[src/rtl/sumres_serie_pkg.sv]
// rtl/sumres_serie_pkg.sv - shared op codes and FSM states for the serial adder/subtractor
package sumres_serie_pkg;

  localparam logic OP_SUMA  = 1'b0;
  localparam logic OP_RESTA = 1'b1;

  typedef enum logic [1:0] {
    ST_IDLE = 2'd0,
    ST_RUN  = 2'd1,
    ST_DONE = 2'd2
  } state_t;

endpackage

[src/rtl/sumres_serie_sum1b.sv]
// rtl/sumres_serie_sum1b.sv - one-bit full adder cell (sum1b) used in the chunk carry chain
module sumres_serie_sum1b (
  input  logic a,
  input  logic b,
  input  logic ci,
  output logic s,
  output logic co
);

  assign s  = a ^ b ^ ci;
  assign co = (a & b) | (ci & (a ^ b));

endmodule

[src/rtl/sumres_serie.sv]
// rtl/sumres_serie.sv - multi-cycle adder/subtractor, CHUNK bits per clock with registered carry
module sumres_serie
  import sumres_serie_pkg::*;
#(
  parameter int WIDTH = 8,
  parameter int CHUNK = 1
) (
  input  logic             clk,
  input  logic             rst,
  input  logic             start,
  input  logic             op,
  input  logic [WIDTH-1:0] a,
  input  logic [WIDTH-1:0] b,
  output logic             ready,
  output logic             done,
  output logic [WIDTH-1:0] result,
  output logic             cout,
  output logic             ovf,
  output logic             zero,
  output logic             neg
);

  localparam int N  = WIDTH / CHUNK;
  localparam int CW = $clog2(N) + 1;
  localparam logic [CW-1:0] LAST = CW'(N - 1);

  state_t           state, state_nx;
  logic [CW-1:0]    cnt;
  logic [WIDTH-1:0] a_sh, b_sh, acc, sum_nx;
  logic             carry_reg;
  logic [CHUNK:0]   c;
  logic [CHUNK-1:0] s;
  logic             accept, last;

  assign accept = (state == ST_IDLE) && start;
  assign last   = (state == ST_RUN) && (cnt == LAST);
  assign ready  = (state == ST_IDLE);
  assign done   = (state == ST_DONE);

  // Carry chain across the current slice; c[CHUNK-1] is the carry into the slice MSB
  assign c[0] = carry_reg;
  for (genvar i = 0; i < CHUNK; i++) begin : g_bit
    sumres_serie_sum1b u_bit (
      .a  (a_sh[i]),
      .b  (b_sh[i]),
      .ci (c[i]),
      .s  (s[i]),
      .co (c[i+1])
    );
  end

  // Sum slices enter at the top so after N slices the LSB slice has reached bit 0
  assign sum_nx = (acc >> CHUNK) | (WIDTH'(s) << (WIDTH - CHUNK));

  always_ff @(posedge clk or posedge rst) begin
    if (rst) state <= ST_IDLE;
    else     state <= state_nx;
  end

  always_comb begin
    state_nx = state;
    case (state)
      ST_IDLE: if (start) state_nx = ST_RUN;
      ST_RUN:  if (cnt == LAST) state_nx = ST_DONE;
      ST_DONE: state_nx = ST_IDLE;
      default: state_nx = ST_IDLE;
    endcase
  end

  always_ff @(posedge clk or posedge rst) begin
    if (rst) begin
      cnt       <= '0;
      a_sh      <= '0;
      b_sh      <= '0;
      acc       <= '0;
      carry_reg <= 1'b0;
      result    <= '0;
      cout      <= 1'b0;
      ovf       <= 1'b0;
      zero      <= 1'b0;
      neg       <= 1'b0;
    end else if (accept) begin
      a_sh      <= a;
      b_sh      <= (op == OP_SUMA) ? b : ~b;
      carry_reg <= (op == OP_RESTA);
      cnt       <= '0;
    end else if (state == ST_RUN) begin
      a_sh      <= a_sh >> CHUNK;
      b_sh      <= b_sh >> CHUNK;
      acc       <= sum_nx;
      carry_reg <= c[CHUNK];
      cnt       <= cnt + CW'(1);
      if (last) begin
        result <= sum_nx;
        cout   <= c[CHUNK];
        ovf    <= c[CHUNK] ^ c[CHUNK-1];
        zero   <= (sum_nx == '0);
        neg    <= sum_nx[WIDTH-1];
      end
    end
  end

endmodule

[config.mk]
export PLATFORM = sky130hd
export DESIGN_NAME = sumres_serie
export DESIGN_NICKNAME = d
export VERILOG_FILES = /design/src/rtl/sumres_serie_pkg.sv /design/src/rtl/sumres_serie_sum1b.sv /design/src/rtl/sumres_serie.sv
export SDC_FILE = /design/constraint.sdc
export NUM_CORES = 1
export LEC_CHECK = 0
export ABC_AREA = 1
export ABC_CLOCK_PERIOD_IN_PS = 1820
export CAP_MARGIN = 10
export CORE_MARGIN = 2
export CORE_UTILIZATION = 52
export CTS_BUF_LIST = sky130_fd_sc_hd__clkbuf_16
export DETAILED_ROUTE_END_ITERATION = 8
export PLACE_DENSITY = 0.75
export SYNTH_ARGS = -nofsm -noshare
export SYNTH_HDL_FRONTEND = slang
export SYNTH_HIERARCHICAL = 1
export SYNTH_SLANG_ARGS = --single-unit
[constraint.sdc]
create_clock -name clk -period 1.82 [get_ports clk]
set_clock_uncertainty 0.2 [all_clocks]
set_input_delay 0.182 -clock clk [delete_from_list [all_inputs] [get_ports clk]]
set_output_delay 0.182 -clock clk [all_outputs]
set_load 0.01 [all_outputs]
* Yosys cells after proc, flatten, opt, wreduce, memory -nomap -nowiden *
Cells that the tools add are included.

storage, ports and cells
  memory bits (read-only) = 0
  bits in latches = 0
  register bits after elaboration = 43
  input port bits = 20
  memories = 0
  memory bits (writable) = 0
  logic and storage cells = 46

cells by class
  bitwise operators = 9
  $mul = 0
  div/mod/pow operators = 0
  eq/ne operators = 5
  add/subtract/negate cells = 1
  $lt $le $gt $ge = 0
  shifts and indexed selects = 0
  multiplexer cells = 12
  reduce and logical (&&, ||, !) cells = 8

operators with widths
  cell                                                              count
  8-bit two-way mux                                                 5
  8-bit logical NOT                                                 1
  4-bit two-way mux                                                 2
  8-bit NOT                                                         1
  7-bit by 8-bit bitwise OR with 8-bit output                       1
  4-bit by 1-bit adder with 4-bit output (second input constant)    1
  4-bit by 3-bit == test with 1-bit output (second input constant)  1
  2-bit two-way mux                                                 2
  2-bit inequality test (second input constant)                     2
  2-bit one-hot mux with 2 select lines                             1
  2-bit AND reduction                                               2
  3-bit AND reduction                                               1
  1-bit bitwise XOR                                                 3
  1-bit AND                                                         2
  2-bit by 1-bit == test with 1-bit output (second input constant)  1
  2-bit == test (second input constant)                             1
  1-bit logical AND                                                 2
  2-bit logical NOT                                                 1
  1-bit two-way mux                                                 2
  2-bit nonzero test                                                1
  1-bit NOT                                                         1
  1-bit bitwise OR                                                  1

* Depth between registers and ports, before layout *
Gate-level depths: netlist (run 1).

  depth after elaboration = 5
  gate-level depth with buffers = 7
  gate-level depth less buffers = 6

* By module *
The synthesis (run 1) kept the hierarchy.

by module, submodules not included
  module              times used  cells an instance  area each (um^2)  seq. area each (um^2)
  sumres_serie        1           251                1960.6            1026.0
  sumres_serie_sum1b  1           1                  20.0              0.0

* Least setup slack after synthesis (run 1) *
OpenSTA, ideal clock, no wires.

  path kind = register -> register
  start = register a_sh[0]
  end = register zero
  path buffers = 0
  clock period less this slack = 1442 ps
  stages on the path, launching flop included = 7
  library setup time = 117 ps
  path slack = 378 ps
  data arrival time = 1126 ps
  path through = dfrtp_1 -> fa_1 -> nor2_1 -> nand2_1 -> nor2_1 -> nand2_1 -> nand2_1

on the way
  word-level cells in the longest chain between the ends = 4

RTL lines
  item                                         line                      source
  start, declared                              sumres_serie.sv:29        logic [WIDTH-1:0] a_sh, b_sh, acc, sum_nx;
  start signal, assigned                       sumres_serie.sv:88        a_sh <= a_sh >> CHUNK;
  1-bit bitwise XOR (2 in series)              sumres_serie_sum1b.sv:10  assign s = a ^ b ^ ci;
  net s                                        sumres_serie.sv:32        logic [CHUNK-1:0] s;
  7-bit by 8-bit bitwise OR with 8-bit output  sumres_serie.sv:53        assign sum_nx = (acc >> CHUNK) | (WIDTH'(s) << (WIDTH - CHUNK));
  8-bit logical NOT                            sumres_serie.sv:97        zero <= (sum_nx == '0);
  end signal, assigned                         sumres_serie.sv:97
  end, declared                                sumres_serie.sv:19        output logic zero,

The timed path passes the listed nets, and every way through them passes these cells.
A chain may end at the register's enable or synchronous reset.

* Worst setup path in the final report (run 1) *
  start = register cnt[0]
  end = register result[2]

on the way
  word-level cells in the longest chain between the ends = 3

RTL lines
  item                                      line                source
  start, declared                           sumres_serie.sv:28  logic [CW-1:0] cnt;
  start signal, assigned                    sumres_serie.sv:92  cnt <= cnt + CW'(1);
  4-bit by 3-bit == test with 1-bit output  sumres_serie.sv:36  assign last = (state == ST_RUN) && (cnt == LAST);
  1-bit logical AND                         sumres_serie.sv:36
  3-bit AND reduction (no source line)      -
  end signal, assigned                      sumres_serie.sv:94  result <= sum_nx;
  end, declared                             sumres_serie.sv:16  output logic [WIDTH-1:0] result,

Every way passes these cells.

==> run_summary.xml, run 1 <==
<?xml version="1.0" encoding="UTF-8"?>
<metrics>
  <group name="routing">
    <metric name="vias" unit="">1605</metric>
    <metric name="drt_pass1_iterations" unit="">4</metric>
    <metric name="route.antenna.remaining_nets" unit="">0</metric>
    <metric name="drcViolationCount" unit="">0</metric>
    <metric name="vias_per_cell" unit="">4.749</metric>
    <metric name="drt-initial-drc-count" unit="">75</metric>
    <metric name="routed_wl" unit="um">3597</metric>
    <metric name="avgRoutedWirePerCell" unit="um">10.64</metric>
  </group>
  <group name="cells_and_area">
    <metric name="fraction_of_final_layout_cells_with_drive_strength_greater_than_1" unit="%">8.276</metric>
    <metric name="final_net_count" unit="">311</metric>
    <metric name="fillers" unit="">317</metric>
    <metric name="final_cell_area" unit="um^2">2496</metric>
    <metric name="antenna-diode-count" unit="">0</metric>
    <metric name="areaGrowthSynthToFinish" unit="%">26.03</metric>
    <metric name="layout.cells.most_common" unit="">sky130_fd_sc_hd__nand2_1</metric>
    <metric name="layout.cells.most_common_list" unit="">sky130_fd_sc_hd__nand2_1 (132), sky130_fd_sc_hd__dfrtp_1 (41), sky130_fd_sc_hd__clkdlybuf4s50_1 (31)</metric>
    <metric name="top_regs" unit="">a_sh: 8 flops, b_sh: 8 flops, result: 8 flops</metric>
    <metric name="fin_cells" unit="">338</metric>
  </group>
  <group name="clock_network">
    <metric name="cts_max_level" unit="">2</metric>
    <metric name="cts_hold_repair.buffers" unit="">0</metric>
    <metric name="tritoncts_clock_tree" unit="">built</metric>
    <metric name="post_cts.resized_instances" unit="">0</metric>
    <metric name="cts.path.max_buffers" unit="">2</metric>
    <metric name="tritoncts.num_buffers" unit="">5</metric>
    <metric name="cts.root.buffer_cell" unit="">sky130_fd_sc_hd__clkbuf_16</metric>
    <metric name="tritoncts_num_sinks" unit="">41</metric>
    <metric name="cts.reportedPaths.clkPinSlew" unit="ns">0.06</metric>
    <metric name="clk_latency" unit="ns">0.28</metric>
    <metric name="post-cts-setup-buffers" unit="">0</metric>
  </group>
  <group name="timing">
    <metric name="slew_viol_final" unit="">0</metric>
    <metric name="timing.final.crit_share" unit="%">87.19</metric>
    <metric name="final_hold_violation_count" unit="">0</metric>
    <metric name="setup-violations-final" unit="">0</metric>
    <metric name="worst_slew_pin_slew" unit="ns">0.4019</metric>
    <metric name="unrepaired_setup_endpoints_after_global_routing" unit="">no</metric>
    <metric name="slew_limit_headroom" unit="%">73.11</metric>
    <metric name="setup_tns" unit="ns">0</metric>
    <metric name="fmax" unit="GHz">0.6302</metric>
    <metric name="fin_crit" unit="ns">1.587</metric>
    <metric name="worst_hold_slack" unit="ns">0.06863</metric>
  </group>
  <group name="job">
    <metric name="drv.max_cap_violation_count" unit="">0</metric>
  </group>
  <group name="floorplan">
    <metric name="die_width" unit="um">65.72</metric>
    <metric name="initial_util" unit="%">54.10</metric>
    <metric name="placeableCoreArea" unit="um^2">3661</metric>
    <metric name="ios" unit="">34</metric>
    <metric name="design.die.area" unit="um^2">4318</metric>
    <metric name="core.rowCount" unit="">22</metric>
    <metric name="fp.dieH" unit="um">65.72</metric>
  </group>
  <group name="place">
    <metric name="globalplace.congestion" unit="">0.7387</metric>
    <metric name="numPortBuffers" unit="">33</metric>
    <metric name="hpwlAfterDp" unit="um">2454</metric>
    <metric name="post_dp_cell_area" unit="um^2">2354</metric>
    <metric name="dp.cells" unit="">330</metric>
  </group>
  <group name="pwr">
    <metric name="power_density" unit="nW/um^2">1562</metric>
    <metric name="ir_drop" unit="mV">0.6483</metric>
    <metric name="p_leak" unit="uW">0.001316</metric>
  </group>
  <group name="critical_path">
    <metric name="critical_path_peak_fanout" unit="">19</metric>
    <metric name="crit_type" unit="">flop to flop</metric>
    <metric name="worst_ep_arrival_time" unit="ns">1.55</metric>
    <metric name="reg2regPathDepth" unit="">6</metric>
    <metric name="timing.critical_path.buf_inv" unit="">0</metric>
    <metric name="timing.critical_path.slowest_cell_delay" unit="ns">0.38</metric>
    <metric name="timing.critical_path.slowest_stage_cell" unit="">sky130_fd_sc_hd__dfrtp_1</metric>
    <metric name="crit_chain" unit="">ha_1 &gt; nand2_1 &gt; nor2_2 &gt; nand2_2 &gt; nand2_1 &gt; o21ai_2</metric>
    <metric name="r2r_end" unit="">result[2]</metric>
    <metric name="crit_path_frequent_cell" unit="">sky130_fd_sc_hd__nand2_1</metric>
    <metric name="worst-endpoint-required" unit="ns">1.78</metric>
    <metric name="startpoint_type" unit="">flop</metric>
    <metric name="timing.rr.start" unit="">cnt[0]</metric>
    <metric name="ff2ff_setup_slack" unit="ns">0.23</metric>
    <metric name="worst_setup_path_end_kind" unit="">flop</metric>
    <metric name="crit_family" unit="">simple AND/OR/NAND/NOR gates</metric>
  </group>
  <group name="synth">
    <metric name="synth.distinct_cells" unit="">18</metric>
    <metric name="synth.top_cell.area_share" unit="%">51.80</metric>
    <metric name="synth_area_per_cell" unit="um^2">7.860</metric>
    <metric name="synth_top_cells_by_area" unit="">sky130_fd_sc_hd__dfrtp_1 (52%), sky130_fd_sc_hd__nand2_1 (25%), sky130_fd_sc_hd__inv_1 (4.0%)</metric>
    <metric name="mappedNetlistNets" unit="">274</metric>
    <metric name="synth_seq_area_share" unit="%">51.80</metric>
    <metric name="yosysWarnings" unit="">6</metric>
    <metric name="synth_top_area_cell" unit="">sky130_fd_sc_hd__dfrtp_1</metric>
    <metric name="synthCells" unit="">252</metric>
    <metric name="synth.cell_area" unit="um^2">1981</metric>
    <metric name="synth-seq-cells" unit="">41</metric>
  </group>
  <group name="global_route">
    <metric name="grt.overflow.total" unit="">0</metric>
    <metric name="number_of_global_route_vias_before_repair" unit="">1565</metric>
    <metric name="grt_pass1_wl" unit="um">6596</metric>
    <metric name="grt_max_degree" unit="">42</metric>
    <metric name="initial_antenna_violation_count" unit="">0</metric>
    <metric name="grtUsageTotal" unit="%">20.08</metric>
  </group>
  <group name="worst_hold_path">
    <metric name="timing.hold.worst.class" unit="">input port to asynchronous set/reset pin</metric>
  </group>
  <group name="status">
    <metric name="status" unit="">complete, no violations</metric>
  </group>
</metrics>
-- report_power, final --
part	leakage [uW]	internal (uW)	switching (uW)
clock network	0.0000687	495	330
logic	0.000723	680	831
registers	0.000524	1310	257
-- per-layer routing --
layer	wire, um	GRT usage (%)
met1	1608	23.11
met2	1784	35.73
met3	138	4.795
met4	65	7.813
met5	0	0
-- synthesized netlist by cell type --
master / instances
sky130_fd_sc_hd__buf_6: 4
sky130_fd_sc_hd__inv_1: 21
sky130_fd_sc_hd__nor2_1: 10
sky130_fd_sc_hd__nand3b_1: 1
sky130_fd_sc_hd__nand3_1: 9
sky130_fd_sc_hd__xnor2_1: 2
sky130_fd_sc_hd__nand2_1: 132
sky130_fd_sc_hd__ha_1: 1
sky130_fd_sc_hd__nor2_2: 1
sky130_fd_sc_hd__buf_2: 3
sky130_fd_sc_hd__nor2_4: 2
sky130_fd_sc_hd__inv_2: 1
sky130_fd_sc_hd__fa_1: 1
sky130_fd_sc_hd__dfrtp_1: 41
sky130_fd_sc_hd__o21ai_0: 13
sky130_fd_sc_hd__o21ai_2: 7
sky130_fd_sc_hd__nand2_2: 1
sky130_fd_sc_hd__buf_4: 2
-- kinds of logic after synthesis --
group,count (synthesis),share of synthesized area [%]
AOI/OAI and AO/OA,20,6.380
adders and majority gates,2,1.642
buffers and inverters,31,7.959
xor gates and xnor gates,2,0.8846
DFF,41,51.80
and+or+nand+nor,156,31.33
-- worst register-to-register path: stages (launching register included) --
cell	delay, ns
sky130_fd_sc_hd__dfrtp_1	0.38
sky130_fd_sc_hd__ha_1	0.21
sky130_fd_sc_hd__nand2_1	0.09
sky130_fd_sc_hd__nor2_2	0.12
sky130_fd_sc_hd__nand2_2	0.25
sky130_fd_sc_hd__nand2_1	0.17
sky130_fd_sc_hd__o21ai_2	0.06
-- worst max-delay path by stage --
stage / to / startpoint / cells after the start
after global routing: result[6] / cnt[0] / 6
final: result[2] / cnt[0] / 6
after detailed placement: b_sh[1] / start / 6
after global placement: b_sh[1] / start / 6
after CTS: done / state[1] / 3
after floorplan: zero / a_sh[0] / 6
-- metrics by stage --
stage	setup slack [ns]	total power (uW)	utilization [%]
after floorplan	0.3779	2628	-
after global placement	0.2193	3069	64.29
after detailed placement	0.1802	3109	64.29
after CTS	0.008894	3965	68.05
after global routing	0.06963	4244	68.18
final	0.2332	3900	68.18
-- cell type report --
cell class / instances / area (um^2) / area share, %
repair buffers: 39 / 392.9 / 15.74
flip-flops and latches: 41 / 1026 / 41.10
clock buffers: 5 / 125.1 / 5.013
well taps: 48 / 60.06 / 2.406
inverters: 22 / 82.58 / 3.308
multi-input cells: 180 / 797.0 / 31.93
clock inverters: 3 / 12.51 / 0.5013
Note: power is estimated with default switching activity, not from simulation.
==> run 2, diff against run 1 <==
==> constraint.sdc (replaced) <==
create_clock -name clk -period 1.82 [get_ports clk]
set_clock_uncertainty 0.2 [all_clocks]
set_input_delay 0.364 -clock clk [delete_from_list [all_inputs] [get_ports clk]]
set_output_delay 0.364 -clock clk [all_outputs]
set_load 0.01 [all_outputs]
==> run_summary.xml, run 2 (synthesized netlist as in run 1, its figures left out) <==
<?xml version="1.0" encoding="UTF-8"?>
<metrics>
  <group name="critical_path">
    <metric name="timing.critical_path.buf_inv" unit="">1</metric>
    <metric name="r2r_end" unit="">result[2]</metric>
    <metric name="critical_path_peak_fanout" unit="">3</metric>
    <metric name="reg2regPathDepth" unit="">6</metric>
    <metric name="ff2ff_setup_slack" unit="ns">0.18</metric>
    <metric name="crit_type" unit="">flop to primary output</metric>
    <metric name="worst-endpoint-required" unit="ns">1.26</metric>
    <metric name="worst_ep_arrival_time" unit="ns">1.19</metric>
    <metric name="timing.critical_path.slowest_cell_delay" unit="ns">0.55</metric>
    <metric name="startpoint_type" unit="">flop</metric>
    <metric name="crit_chain" unit="">clkdlybuf4s50_1</metric>
    <metric name="worst_setup_path_end_kind" unit="">primary output</metric>
    <metric name="crit_family" unit="">buffers and inverters</metric>
    <metric name="timing.critical_path.slowest_stage_cell" unit="">sky130_fd_sc_hd__clkdlybuf4s50_1</metric>
    <metric name="timing.rr.start" unit="">cnt[0]</metric>
  </group>
  <group name="pwr">
    <metric name="ir_drop" unit="mV">0.7432</metric>
    <metric name="p_leak" unit="uW">0.001309</metric>
    <metric name="power_density" unit="nW/um^2">1558</metric>
  </group>
  <group name="cells_and_area">
    <metric name="layout.cells.most_common" unit="">sky130_fd_sc_hd__nand2_1</metric>
    <metric name="top_regs" unit="">a_sh: 8 flops, b_sh: 8 flops, result: 8 flops</metric>
    <metric name="final_cell_area" unit="um^2">2524</metric>
    <metric name="fin_cells" unit="">339</metric>
    <metric name="layout.cells.most_common_list" unit="">sky130_fd_sc_hd__nand2_1 (132), sky130_fd_sc_hd__dfrtp_1 (41), sky130_fd_sc_hd__clkdlybuf4s50_1 (31)</metric>
    <metric name="final_net_count" unit="">313</metric>
    <metric name="areaGrowthSynthToFinish" unit="%">27.42</metric>
    <metric name="antenna-diode-count" unit="">0</metric>
    <metric name="fraction_of_final_layout_cells_with_drive_strength_greater_than_1" unit="%">8.591</metric>
  </group>
  <group name="place">
    <metric name="dp.cells" unit="">331</metric>
    <metric name="hpwlAfterDp" unit="um">2462</metric>
    <metric name="globalplace.congestion" unit="">0.7446</metric>
    <metric name="pre_cts_ws" unit="ns">0.1130</metric>
    <metric name="post_dp_cell_area" unit="um^2">2386</metric>
    <metric name="numPortBuffers" unit="">33</metric>
  </group>
  <group name="timing">
    <metric name="postLayoutSetupSlackWorst" unit="ns">0.06351</metric>
    <metric name="timing.final.crit_share" unit="%">96.51</metric>
    <metric name="fmax" unit="GHz">0.5693</metric>
    <metric name="worst_slew_pin_slew" unit="ns">0.4129</metric>
    <metric name="slew_viol_final" unit="">0</metric>
    <metric name="fin_crit" unit="ns">1.756</metric>
    <metric name="slew_limit_headroom" unit="%">72.37</metric>
    <metric name="setup-violations-final" unit="">0</metric>
    <metric name="setup_tns" unit="ns">0</metric>
    <metric name="worst_hold_slack" unit="ns">0.2443</metric>
    <metric name="final_hold_violation_count" unit="">0</metric>
    <metric name="unrepaired_setup_endpoints_after_global_routing" unit="">no</metric>
  </group>
  <group name="floorplan">
    <metric name="initial_util" unit="%">54.10</metric>
    <metric name="fp.dieH" unit="um">65.72</metric>
    <metric name="die_width" unit="um">65.72</metric>
    <metric name="placeableCoreArea" unit="um^2">3661</metric>
    <metric name="design.die.area" unit="um^2">4318</metric>
    <metric name="ios" unit="">34</metric>
    <metric name="core.rowCount" unit="">22</metric>
  </group>
  <group name="clock_network">
    <metric name="tritoncts_num_sinks" unit="">41</metric>
    <metric name="cts.reportedPaths.clkPinSlew" unit="ns">0.06</metric>
    <metric name="cts_max_level" unit="">2</metric>
    <metric name="cts.root.buffer_cell" unit="">sky130_fd_sc_hd__clkbuf_16</metric>
    <metric name="clk_latency" unit="ns">0.28</metric>
    <metric name="tritoncts.num_buffers" unit="">5</metric>
    <metric name="tritoncts_clock_tree" unit="">built</metric>
    <metric name="cts.path.max_buffers" unit="">2</metric>
  </group>
  <group name="global_route">
    <metric name="number_of_global_route_vias_before_repair" unit="">1509</metric>
    <metric name="initial_antenna_violation_count" unit="">0</metric>
    <metric name="grt_max_degree" unit="">42</metric>
    <metric name="grt.overflow.total" unit="">0</metric>
    <metric name="grtUsageTotal" unit="%">18.78</metric>
    <metric name="grt_pass1_wl" unit="um">6285</metric>
  </group>
  <group name="routing">
    <metric name="drt-initial-drc-count" unit="">114</metric>
    <metric name="avgRoutedWirePerCell" unit="um">10.44</metric>
    <metric name="vias_per_cell" unit="">4.720</metric>
    <metric name="route.antenna.remaining_nets" unit="">0</metric>
    <metric name="drt_pass1_iterations" unit="">4</metric>
    <metric name="drcViolationCount" unit="">0</metric>
    <metric name="routed_wl" unit="um">3539</metric>
    <metric name="vias" unit="">1600</metric>
  </group>
  <group name="worst_hold_path">
    <metric name="timing.hold.worst.class" unit="">input port to asynchronous set/reset pin</metric>
  </group>
  <group name="job">
    <metric name="drv.max_cap_violation_count" unit="">0</metric>
  </group>
  <group name="status">
    <metric name="status" unit="">complete, no violations</metric>
  </group>
</metrics>
[run 2: cell types whose count changed in the layout (fill, tap and decap cells not counted), sizes merged]
cell	before	now
buf	6	8
clkinv	3	1
dlygate4sd2	0	2
dlymetal6s2s	2	0
inv	22	23
[run 2: per-stage QoR]
stage          utilization, %  power [uW]
2_1_floorplan               -        2628
3_3_place_gp            65.17        3115
3_5_place_dp            65.17        3163
4_1_cts                 68.93        3983
5_1_grt                 68.93        4233
6_report                68.93        3931
[run 2: worst max path at each step]
stage	start	to	slack, ns	cells after the start
floorplan	rst	a_sh[0]	0.31	1
global placement	start	b_sh[4]	0.15	7
detailed placement	start	b_sh[4]	0.11	7
CTS	result[7]	result[7]	0.05	1
global route	result[7]	result[7]	0.03	1
finish	result[7]	result[7]	0.06	1
[run 2: metal layers]
metal	vias to the layer above	part of all wire (%)	global-route usage, %	routed length, um
li1	838	-	-	-
met4	0	0.71	3.906	25
met5	-	0	0	0
met1	729	47	22.57	1646
met3	3	3.9	5.651	137
met2	30	49	33.08	1730
[run 2: area by class of cell]
type | count | area (um^2)
Timing Repair Buffer | 41 | 425.4
Multi-Input combinational cell | 180 | 797.0
Tap cell | 48 | 60.06
Inverter | 22 | 82.58
Fill cell | 307 | 1137
Sequential cell | 41 | 1026
Clock inverter | 2 | 7.507
Clock buffer | 5 | 125.1
[run 2: timing repair]
item | 4_1_cts | 5_1_grt
hold buffers | 0 | 0
setup endpoints to repair | 2 | 0
setup buffers | 1 | 0
gates resized for setup | 2 | 0
[run 2: report_power, final]
group	switching, uW	leakage, uW	total (uW)	internal [uW]
logic	844	0.000716	1560	719
clock network	318	0.0000685	808	490
registers	254	0.000524	1560	1310
==> run 3, diff against run 2 <==
--- a/config.mk
+++ b/config.mk
@@ -13,6 +13,7 @@
 export CTS_BUF_LIST = sky130_fd_sc_hd__clkbuf_16
 export DETAILED_ROUTE_END_ITERATION = 8
 export PLACE_DENSITY = 0.75
+export SKIP_LAST_GASP = 1
 export SYNTH_ARGS = -nofsm -noshare
 export SYNTH_HDL_FRONTEND = slang
 export SYNTH_HIERARCHICAL = 1
==> constraint.sdc (replaced) <==
create_clock -name clk -period 1.82 [get_ports clk]
set_clock_uncertainty 0.2 [all_clocks]
set_input_delay 0.455 -clock clk [delete_from_list [all_inputs] [get_ports clk]]
set_output_delay 0.455 -clock clk [all_outputs]
set_load 0.01 [all_outputs]
==> run_summary.xml, run 3 (synthesized netlist as in run 1, its figures left out) <==
<?xml version="1.0" encoding="UTF-8"?>
<metrics>
  <group name="status">
    <metric name="status" unit="">complete, no violations</metric>
  </group>
  <group name="routing">
    <metric name="vias_per_cell" unit="">4.924</metric>
    <metric name="route.antenna.remaining_nets" unit="">0</metric>
    <metric name="drcViolationCount" unit="">0</metric>
    <metric name="drt-initial-drc-count" unit="">142</metric>
    <metric name="drt_pass1_iterations" unit="">4</metric>
    <metric name="avgRoutedWirePerCell" unit="um">11.17</metric>
    <metric name="vias" unit="">1679</metric>
    <metric name="routed_wl" unit="um">3810</metric>
  </group>
  <group name="global_route">
    <metric name="grt_max_degree" unit="">42</metric>
    <metric name="met3_usage" unit="%">5.993</metric>
    <metric name="global_route.peak_usage_layer" unit="">met2</metric>
    <metric name="grt.overflow.total" unit="">0</metric>
    <metric name="global_route.usage.met2" unit="%">36.24</metric>
    <metric name="grtUsageTotal" unit="%">20.46</metric>
    <metric name="groute.layer.met1.usage" unit="%">23.15</metric>
    <metric name="number_of_global_route_vias_before_repair" unit="">1667</metric>
    <metric name="initial_antenna_violation_count" unit="">0</metric>
    <metric name="grt_pass1_wl" unit="um">6762</metric>
  </group>
  <group name="timing">
    <metric name="worst_slew_pin_slew" unit="ns">0.4234</metric>
    <metric name="unrepaired_setup_endpoints_after_global_routing" unit="">no</metric>
    <metric name="timing.final.crit_share" unit="%">96.20</metric>
    <metric name="fin_crit" unit="ns">1.751</metric>
    <metric name="fmax" unit="GHz">0.5711</metric>
    <metric name="setup-violations-final" unit="">0</metric>
    <metric name="slew_viol_final" unit="">0</metric>
    <metric name="setup_tns" unit="ns">0</metric>
    <metric name="slew_limit_headroom" unit="%">71.67</metric>
    <metric name="final_hold_violation_count" unit="">0</metric>
  </group>
  <group name="clock_network">
    <metric name="tritoncts_num_sinks" unit="">41</metric>
    <metric name="cts.root.buffer_cell" unit="">sky130_fd_sc_hd__clkbuf_16</metric>
    <metric name="clk_latency" unit="ns">0.28</metric>
    <metric name="cts_max_level" unit="">2</metric>
    <metric name="cts.path.max_buffers" unit="">2</metric>
    <metric name="cts.reportedPaths.clkPinSlew" unit="ns">0.06</metric>
    <metric name="tritoncts.num_buffers" unit="">5</metric>
    <metric name="tritoncts_clock_tree" unit="">built</metric>
  </group>
  <group name="critical_path">
    <metric name="worst-endpoint-required" unit="ns">1.16</metric>
    <metric name="critical_path_peak_fanout" unit="">4</metric>
    <metric name="ff2ff_setup_slack" unit="ns">0.15</metric>
    <metric name="worst_setup_path_end_kind" unit="">primary output</metric>
    <metric name="startpoint_type" unit="">flop</metric>
    <metric name="worst_ep_arrival_time" unit="ns">1.10</metric>
    <metric name="crit_type" unit="">flop to primary output</metric>
  </group>
  <group name="job">
    <metric name="drv.max_cap_violation_count" unit="">0</metric>
  </group>
  <group name="floorplan">
    <metric name="design.die.area" unit="um^2">4318</metric>
    <metric name="initial_util" unit="%">54.10</metric>
    <metric name="placeableCoreArea" unit="um^2">3661</metric>
    <metric name="ios" unit="">34</metric>
    <metric name="core.rowCount" unit="">22</metric>
    <metric name="fp.dieH" unit="um">65.72</metric>
    <metric name="die_width" unit="um">65.72</metric>
  </group>
  <group name="cells_and_area">
    <metric name="final_net_count" unit="">315</metric>
    <metric name="layout.cells.most_common" unit="">sky130_fd_sc_hd__nand2_1</metric>
    <metric name="fillers" unit="">305</metric>
    <metric name="antenna-diode-count" unit="">0</metric>
    <metric name="register_area" unit="um^2">1026</metric>
    <metric name="top_regs" unit="">a_sh: 8 flops, b_sh: 8 flops, result: 8 flops</metric>
    <metric name="layout.cells.most_common_list" unit="">sky130_fd_sc_hd__nand2_1 (132), sky130_fd_sc_hd__dfrtp_1 (41), sky130_fd_sc_hd__inv_1 (21)</metric>
    <metric name="areaGrowthSynthToFinish" unit="%">30.13</metric>
    <metric name="fraction_of_final_layout_cells_with_drive_strength_greater_than_1" unit="%">10.24</metric>
    <metric name="multi_input_area" unit="um^2">797.0</metric>
  </group>
  <group name="worst_hold_path">
    <metric name="timing.hold.worst.class" unit="">flop to flop</metric>
  </group>
  <group name="place">
    <metric name="globalplace.congestion" unit="">0.7418</metric>
    <metric name="hpwlAfterDp" unit="um">2475</metric>
    <metric name="numPortBuffers" unit="">33</metric>
  </group>
  <group name="pwr">
    <metric name="p_leak" unit="uW">0.001455</metric>
    <metric name="power_density" unit="nW/um^2">1585</metric>
    <metric name="total_power" unit="uW">4086</metric>
    <metric name="ir_drop" unit="mV">0.6828</metric>
  </group>
</metrics>
==> run 3: cell count changes in the layout (fill, tap and decap cells not counted) <==
| cell | previous run | this run |
|---|---|---|
| sky130_fd_sc_hd__buf_4 | 5 | 7 |
| sky130_fd_sc_hd__bufinv_16 | 0 | 1 |
| sky130_fd_sc_hd__clkbuf_2 | 0 | 1 |
| sky130_fd_sc_hd__clkdlybuf4s50_1 | 31 | 19 |
| sky130_fd_sc_hd__clkinv_1 | 1 | 0 |
| sky130_fd_sc_hd__clkinv_2 | 0 | 1 |
| sky130_fd_sc_hd__dlygate4sd2_1 | 2 | 5 |
| sky130_fd_sc_hd__dlymetal6s2s_1 | 0 | 8 |
| sky130_fd_sc_hd__inv_1 | 22 | 21 |
==> run 3: stage by stage <==
step	cells	util [%]	cell area (um^2)	hold slack, ns	setup slack [ns]
floorplan	252	-	1981	0.2492	0.2190
global placement	333	65.58	2401	0.2622	0.06037
detailed placement	333	65.58	2401	0.2646	0.02764
CTS	341	69.96	2561	0.2797	-0.06076
global route	341	70.40	2577	0.2916	0.01172
finish	341	70.40	2577	0.2724	0.06914
==> run 3: timing repair <==
action	CTS	global route
setup endpoints to repair	6	9
setup buffers	1	0
gates resized for setup	6	10
hold buffers	0	0
==> run 3: path summary, 6_finish.rpt <==
check                                  to       from  cells after the start
worst max-delay path                 done   state[1]                      3
worst min-delay path            result[0]  result[0]                      2
worst max register to register  result[6]     cnt[0]                      6
worst min register to register  result[0]  result[0]                      2
max in group asynchronous       result[4]        rst                      3
min in group asynchronous       result[7]        rst                      3
==> run 3: worst max-delay path, cell delays in order, from the launching register on <==
cell,delay (ns)
sky130_fd_sc_hd__dfrtp_1,0.39
sky130_fd_sc_hd__inv_1,0.11
sky130_fd_sc_hd__nor2_1,0.05
sky130_fd_sc_hd__dlygate4sd2_1,0.27
==> run 3: power by group <==
group	total, uW	internal (uW)	switching, uW	leakage, uW
clock network	971	636	335	0.0000797
logic	1560	684	873	0.000852
registers	1560	1310	252	0.000524
==> run 3: metal layers <==
layer | share of wire, % | wire length, um
met1 | 44 | 1661
met2 | 50 | 1917
met3 | 4.0 | 152
met4 | 2.0 | 78
met5 | 0 | 0
==> run 3: cell type report <==
type / instances / area share (%)
flip-flops and latches: 41 / 39.81
multi-input cells: 180 / 30.92
repair buffers: 43 / 17.52
clock buffers: 5 / 4.854
inverters: 22 / 3.204
well taps: 48 / 2.330
clock inverters: 2 / 1.359
